File: src/rtl/exec_pwr_seq.sv
// Power-gating sequencer for the EXEC domain: isolate -> switch off -> switch on
// -> power-on reset -> de-isolate, gated by the power-switch acknowledge.
module exec_pwr_seq #(
  parameter int unsigned IDLE_LIMIT  = 10,
  parameter int unsigned ISO_SETUP   = 2,
  parameter int unsigned PWR_UP_WAIT = 4,
  parameter int unsigned RST_CYCLES  = 3,
  parameter int unsigned CNT_W       = 8
) (
  input  logic        clk,
  input  logic        reset,
  input  logic        pg_enable,
  input  logic        ififo_rdy,
  input  logic        exec_idle,
  input  logic        pwr_ack,
  output logic        iso_enable,
  output logic        pwr_down,
  output logic        pwron_reset,
  output logic        exec_ready,
  output logic [2:0]  pwr_state,
  output logic [15:0] off_count
);

  typedef enum logic [2:0] {
    ST_ON      = 3'd0,
    ST_ISO     = 3'd1,
    ST_OFF_REQ = 3'd2,
    ST_OFF     = 3'd3,
    ST_ON_REQ  = 3'd4,
    ST_RST     = 3'd5,
    ST_DEISO   = 3'd6
  } state_t;

  localparam logic [CNT_W-1:0] IDLE_LAST = CNT_W'(IDLE_LIMIT - 1);
  localparam logic [CNT_W-1:0] ISO_LAST  = CNT_W'(ISO_SETUP - 1);
  localparam logic [CNT_W-1:0] UP_LAST   = CNT_W'(PWR_UP_WAIT - 1);
  localparam logic [CNT_W-1:0] RST_LAST  = CNT_W'(RST_CYCLES - 1);

  state_t            state_r;
  state_t            next_state_s;
  logic [CNT_W-1:0]  timer_r;
  logic [CNT_W-1:0]  timer_nxt_s;
  logic [CNT_W-1:0]  timer_inc_s;
  logic [15:0]       off_count_r;
  logic              idle_ok_s;
  logic              iso_r;
  logic              pd_r;
  logic              por_r;
  logic              rdy_r;
  logic [3:0]        outs_nxt_s;

  // Output pattern {iso_enable, pwr_down, pwron_reset, exec_ready} for a state
  function automatic logic [3:0] decode_outs(input state_t st);
    logic [3:0] o;
    case (st)
      ST_ON:      o = 4'b0001;
      ST_ISO:     o = 4'b1000;
      ST_OFF_REQ: o = 4'b1100;
      ST_OFF:     o = 4'b1100;
      ST_ON_REQ:  o = 4'b1000;
      ST_RST:     o = 4'b1010;
      ST_DEISO:   o = 4'b1000;
      default:    o = 4'b0001;
    endcase
    return o;
  endfunction

  assign idle_ok_s = pg_enable & exec_idle & ~ififo_rdy;

  // Next-state decode
  always_comb begin
    next_state_s = ST_ON;
    case (state_r)
      ST_ON: begin
        if (idle_ok_s && (timer_r == IDLE_LAST)) next_state_s = ST_ISO;
        else                                      next_state_s = ST_ON;
      end
      ST_ISO: begin
        if (ififo_rdy || !pg_enable)   next_state_s = ST_DEISO;
        else if (timer_r == ISO_LAST)  next_state_s = ST_OFF_REQ;
        else                           next_state_s = ST_ISO;
      end
      ST_OFF_REQ: begin
        // wake requests are ignored until the switch confirms it is off
        if (!pwr_ack) next_state_s = ST_OFF;
        else          next_state_s = ST_OFF_REQ;
      end
      ST_OFF: begin
        if (ififo_rdy || !pg_enable) next_state_s = ST_ON_REQ;
        else                         next_state_s = ST_OFF;
      end
      ST_ON_REQ: begin
        if ((timer_r >= UP_LAST) && pwr_ack) next_state_s = ST_RST;
        else                                 next_state_s = ST_ON_REQ;
      end
      ST_RST: begin
        if (timer_r == RST_LAST) next_state_s = ST_DEISO;
        else                     next_state_s = ST_RST;
      end
      ST_DEISO: next_state_s = ST_ON;
      default:  next_state_s = ST_ON;
    endcase
  end

  // Shared timer: restarts on every state change and on broken idle streaks in ON
  always_comb begin
    timer_inc_s = (&timer_r) ? timer_r : (timer_r + CNT_W'(1));
    if (next_state_s != state_r) begin
      timer_nxt_s = {CNT_W{1'b0}};
    end else if ((state_r == ST_ON) && !idle_ok_s) begin
      timer_nxt_s = {CNT_W{1'b0}};
    end else begin
      timer_nxt_s = timer_inc_s;
    end
  end

  assign outs_nxt_s = decode_outs(next_state_s);

  // State, timer, power-down counter and output registers
  always_ff @(posedge clk or posedge reset) begin
    if (reset) begin
      state_r     <= ST_ON;
      timer_r     <= {CNT_W{1'b0}};
      off_count_r <= 16'd0;
      iso_r       <= 1'b0;
      pd_r        <= 1'b0;
      por_r       <= 1'b0;
      rdy_r       <= 1'b1;
    end else begin
      state_r <= next_state_s;
      timer_r <= timer_nxt_s;
      if ((next_state_s == ST_OFF) && (state_r != ST_OFF) && (off_count_r != 16'hFFFF)) begin
        off_count_r <= off_count_r + 16'd1;
      end else begin
        off_count_r <= off_count_r;
      end
      {iso_r, pd_r, por_r, rdy_r} <= outs_nxt_s;
    end
  end

  assign iso_enable  = iso_r;
  assign pwr_down    = pd_r;
  assign pwron_reset = por_r;
  assign exec_ready  = rdy_r;
  assign pwr_state   = state_r;
  assign off_count   = off_count_r;

endmodule

File: config.mk
export PLATFORM = sky130hd
export DESIGN_NAME = exec_pwr_seq
export DESIGN_NICKNAME = d
export VERILOG_FILES = /design/src/rtl/exec_pwr_seq.sv
export SDC_FILE = /design/constraint.sdc
export NUM_CORES = 1
export LEC_CHECK = 0
export CORE_UTILIZATION = 55
export CTS_CLUSTER_DIAMETER = 50
export DETAILED_ROUTE_END_ITERATION = 8
export PLACE_DENSITY = 0.83
export SLEW_MARGIN = 25
export SYNTH_ARGS = -nofsm -noshare
export SYNTH_HDL_FRONTEND = slang
export SYNTH_SLANG_ARGS = --single-unit
File: constraint.sdc
create_clock -name clk -period 3.02 [get_ports clk]
set_clock_uncertainty 0.15 [all_clocks]
set_input_delay 0.453 -clock clk [delete_from_list [all_inputs] [get_ports clk]]
set_output_delay 0.453 -clock clk [all_outputs]
set_load 0.01 [all_outputs]
## Word level (Yosys, flattened, before mapping)

Cells that the tools add are included.
Widths: inputs -> output; s select.

| word-level totals | value |
|---|---|
| register bits | 31 |
| bits of input ports | 6 |
| output and inout bits | 23 |
| logic and storage cells | 55 |

| operators by class | value |
|---|---|
| $add $sub $neg | 2 |
| magnitude comparators | 1 |
| equal/unequal tests | 18 |
| muxes and demuxes | 12 |
| bitwise operators | 3 |
| reductions and logical operators | 12 |

Operators by type and width:

| kind | number |
|---|---|
| $mux 8 | 3 |
| $pmux 3 s6 | 1 |
| $add 16x1->16 const B | 1 |
| $ne 16x16->1 const B | 1 |
| $eq 3x3->1 const B | 5 |
| $eq 3x2->1 const B | 4 |
| $pmux 4 s3 | 1 |
| $add 8x1->8 const B | 1 |
| $eq 8x1->1 const B | 1 |
| $eq 8x2->1 const B | 1 |
| $eq 8x4->1 const B | 1 |
| $ge 8x2->1 const B | 1 |
| $reduce_and 8->1 | 1 |
| $eq 3x1->1 const B | 2 |
| $mux 3 | 2 |
| $logic_and 1x1->1 | 5 |
| $mux 2 | 2 |
| $logic_not 3->1 | 1 |
| $mux 1 | 3 |
| $ne 3x1->1 const B | 1 |
| $ne 3x2->1 const B | 1 |
| $ne 3x3->1 | 1 |
| $reduce_or 3->1 | 1 |
| $and 1x1->1 | 2 |
| other kinds (4) | 5 |

## Logic depth before layout (Yosys ltp)

| depth | value |
|---|---|
| word-level depth | 8 |
| gate-level depth with buffers | 7 |
| depth with buffers taken out | 7 |

## Least setup slack after synthesis

No wires, ideal clock.

| timing | value |
|---|---|
| path kind | register -> register |
| start point | reg off_count_r[0] (netlist: off_count[0]) |
| end point | reg off_count_r[1] (netlist: off_count[1]) |
| library setup time | 125 ps |
| data arrival time | 1678 ps |
| required time | 2745 ps |
| path slack | 1067 ps |
| stages on the path, launching flop included | 6 |
| buffers on the path | 0 |
| period minus slack after synthesis | 1953 ps |
| cells stage by stage | dfrtp_1 ha_1 and3_1 and4bb_2 nor2_2 mux2_2 |

| between the ends | value |
|---|---|
| cells in the longest elaborated chain, start to end | 2 |

Ends and longest elaborated chain:

| item | RTL line | source |
|---|---|---|
| start, declared | 44 | `logic [15:0] off_count_r;` |
| start signal, assigned | 133 | `off_count_r <= off_count_r + 16'd1;` |
| start signal, assigned | 135 | `off_count_r <= off_count_r;` |
| parallel branches: the longest is 2 deep, another holds $add 16x1->16 | n/a |  |

Parallel ways; which one is timed is not known.
A chain may end at the register's enable or synchronous reset.

## Worst setup path in the final report

| timing | value |
|---|---|
| start point | reg state_r[2] (netlist: pwr_state[2]) |
| end point | out pwr_state[2] |

RTL lines:

| item | RTL line | source |
|---|---|---|
| start, declared | 39 | `state_t state_r;` |
| start signal, assigned | 130 | `state_r <= next_state_s;` |
| end, declared | 20 | `output logic [2:0] pwr_state,` |

No word-level cell between the ends.

==> key figures <==
Run status
  – Status: finished, violations left
  – Failing checks: DRC

Synthesis
  – Post-Synthesis Cells: 160
  – Mapped Nets: 170
  – Async set-reset flop share out of synthesis: 100%
  – Combinational family with the most area after synthesis: simple AND/OR/NAND/NOR gates
  – Adder-cell share of the synthesized area: 3.01%
  – Synth Flop Type: dfrtp_1
  – Synthesis-stage register bit count: 31
  – Mapped Area: 1660 µm²
  – Post-synthesis compound-gate area fraction: 13.6%
  – Synth Area per Inst: 10.4 µm²
  – Post-synth EDFFs: 0
  – Sequential element share of the synthesized area: 46.8%
  – Count of different cell masters after synthesis: 44
  – Post-Synth Simple-Gate Area: 25.2%
  – Mux contribution to synthesized area: 0.678%
  – Synth Area in XOR/XNOR: 8.43%
  – Synthesis Warnings: 0

Power
  – Power Internal: 0.845 mW
  – Static Leak: 0.831 nW
  – Worst ir drop on vdd: 0.000439 V
  – Sw frac: 35.6%
  – Share of power burned in registers: 45.2%
  – Gate power share: 35.7%
  – Pwr/cell area: 645 nW/µm²
  – Sw Pwr: 0.467 mW
  – Clock network power share: 19.1%

Global routing
  – Initial antenna violation count: 0
  – Grt total ovfl: 0
  – Total track usage: 23.2%
  – First-pass GRT wire length: 5.69 mm
  – Vias in the first global route: 1290
  – Largest net degree at the start of global routing: 32

CTS
  – Total CTS buffers: 5
  – Worst skew pair latency: 330 ps
  – H-Tree Depth: 2
  – CTS-repair resized insts: 0
  – Number of clock sinks: 31
  – Register clock-pin slew on the reported worst setup and hold paths: 90 ps
  – Post-CTS setup buffer count: 0
  – CTS Buffer Depth: 2
  – CTS tree: done
  – Hold buffers post-CTS: 0
  – Root Driver: clkbuf_4

Critical path
  – Buffers & Inverters on Critical Path: 1
  – Crit path kind: reg -> out
  – CP endpoint kind: output port
  – Critical R2R Launch: off_count[0]$_DFFE_PP0P_
  – Terminus of the critical flop-to-flop path: off_count[14]$_DFFE_PP0P_
  – Setup crit start kind: flip-flop
  – CP required: 2420 ps
  – Crit-path max FO: 15
  – Crit path DAT: 1570 ps
  – Delay-heaviest family, CP: flip-flops
  – Max incr delay on CP: 620 ps
  – Worst reg-to-reg setup slack: 890 ps
  – Worst path slowest cell: dfrtp_1
  – R2R depth: 6
  – Ordered list of cells on the worst path: clkdlybuf4s50_1

Detailed routing
  – Via density: 5.96
  – Final ANT Viol Nets: 0
  – Drt pass-1 iters: 6
  – Drt total wl: 3.30 mm
  – DRC violations left: 2
  – Routed len/inst: 14.7 µm
  – Vias: 1341
  – Initial DRC count: 40

Run
  – MaxCap Viol Count: 0

Floorplanning
  – Ports: 29
  – Die X: 57.0 µm
  – Core Footprint: 2810 µm²
  – Die area: 3250 µm²
  – Num rows: 19
  – Initial core utilization: 59.2%
  – Die H: 57.0 µm

Cells and area
  – Nets: 203
  – Synthesis-to-finish area growth: 22.5%
  – Most common cell after layout, fill and taps aside: dfrtp_1
  – Share of cells above drive strength 1: 12.9%
  – Non-filler instance count after layout: 225
  – Fillers: 209
  – Most frequent cells in the layout: dfrtp_1 (30), clkdlybuf4s50_1 (28), nor2_1 (15), xnor2_1 (15), nand2_1 (12)
  – Final Util: 72.6%
  – Flip-flop and latch area: 777 µm²
  – Ant diodes: 0
  – Multi-input logic area: 846 µm²

STA
  – Min Hold Slack: 346 ps
  – RSZ-0062 raised after global routing: false
  – Final period util: 71.9%
  – Post-route setup TNS: 0 ps
  – Fmax: 461 MHz
  – Max-slew headroom: 65.2%
  – Worst-margin pin slew: 520 ps
  – Final Hold Viols: 0
  – Final Max Slew Viols: 0
  – Tmin final: 2170 ps
  – Final setup vio count: 0

Placed design
  – Port Buffers: 28
  – Hpwl dp: 2.47 mm
  – Gpl congestion: 0.821
  – DP Cell Count: 217

Worst hold path
  – Hold Path Class: in -> async
-- state kept, by name (all words and copies together) (netlist names) --
| name | cells |
|---|---|
| off_count | 16 |
| timer_r | 8 |
| pwr_state | 3 |
| exec_ready | 1 |
| iso_enable | 1 |
| pwr_down | 1 |
| pwron_reset | 1 |
-- logic make-up (layout without fill, tap and decap cells) --
logic type	after synthesis	in the layout
AOI/OAI and AO/OA	27	27
xor gates and xnor gates	16	16
adders and majority gates	4	4
buffers and inverters	10	44
DFF	31	31
muxes	1	1
and+or+nand+nor	71	71
-- metal layers --
metal	vias up	part of all wire [%]	global-route usage, %
met5	-	0	0
met4	0	2.1	12.5
met3	8	5.1	6.58
met2	38	50	37.5
met1	647	43	28.3
li1	648	-	-
-- cell type report --
class | instances | share of cell area (%)
multi-input combinational | 119 | 41.5
sequential | 31 | 38.2
timing repair buffer | 29 | 14.1
clock buffer | 7 | 2.70
tap | 31 | 1.91
inverter | 7 | 1.29
clock inverter | 1 | 0.246
-- per-stage QoR --
step	cell area (µm²)	setup WS, ps	total power [mW]
final	2040	849	1.31
after global routing	2040	699	1.40
after detailed placement	1980	627	1.07
after CTS	2040	829	1.32
after global placement	1980	747	1.06
after floorplan	1660	1070	0.888
-- power groups by stage --
stage	sequential [mW]	clock (mW)	combinational, mW
2_1_floorplan	0.581	0	0.307
3_3_place_gp	0.595	0	0.464
3_5_place_dp	0.599	0	0.472
4_1_cts	0.592	0.260	0.473
5_1_grt	0.608	0.272	0.516
6_report	0.593	0.251	0.469
-- cells in the mapped netlist, drive strengths merged (2+ instances only) --
library cell | n | area [µm²]
a41oi | 2 | 25.0
dfrtp | 30 | 751
a31oi | 2 | 27.5
o21a | 2 | 15.0
nor4b | 2 | 30.0
buf | 3 | 12.5
nor3 | 6 | 51.3
nand2 | 12 | 45.0
a2111oi | 2 | 30.0
inv | 7 | 26.3
and3 | 6 | 37.5
nand3 | 8 | 40.0
o21ai | 4 | 20.0
nor2b | 2 | 12.5
nor2 | 16 | 62.6
a21oi | 7 | 35.0
nand4 | 8 | 56.3
nand2b | 4 | 25.0
a221oi | 2 | 17.5
xnor2 | 15 | 131
ha | 4 | 50.1
-- worst max path at each step --
stage | end | start | depth (start not counted) | slack [ps]
final | pwr_state[2] | pwr_state[2]$_DFF_PP0_ | 1 | 850
after global routing | off_count[13]$_DFFE_PP0P_ | off_count[0]$_DFFE_PP0P_ | 6 | 700
after CTS | pwr_state[2] | pwr_state[2]$_DFF_PP0_ | 1 | 830
after detailed placement | off_count[14]$_DFFE_PP0P_ | pwr_ack | 6 | 630
after global placement | off_count[14]$_DFFE_PP0P_ | pwr_ack | 6 | 750
after floorplan | off_count[1]$_DFFE_PP0P_ | off_count[0]$_DFFE_PP0P_ | 5 | 1070
Power figures use the tool's default switching activity.
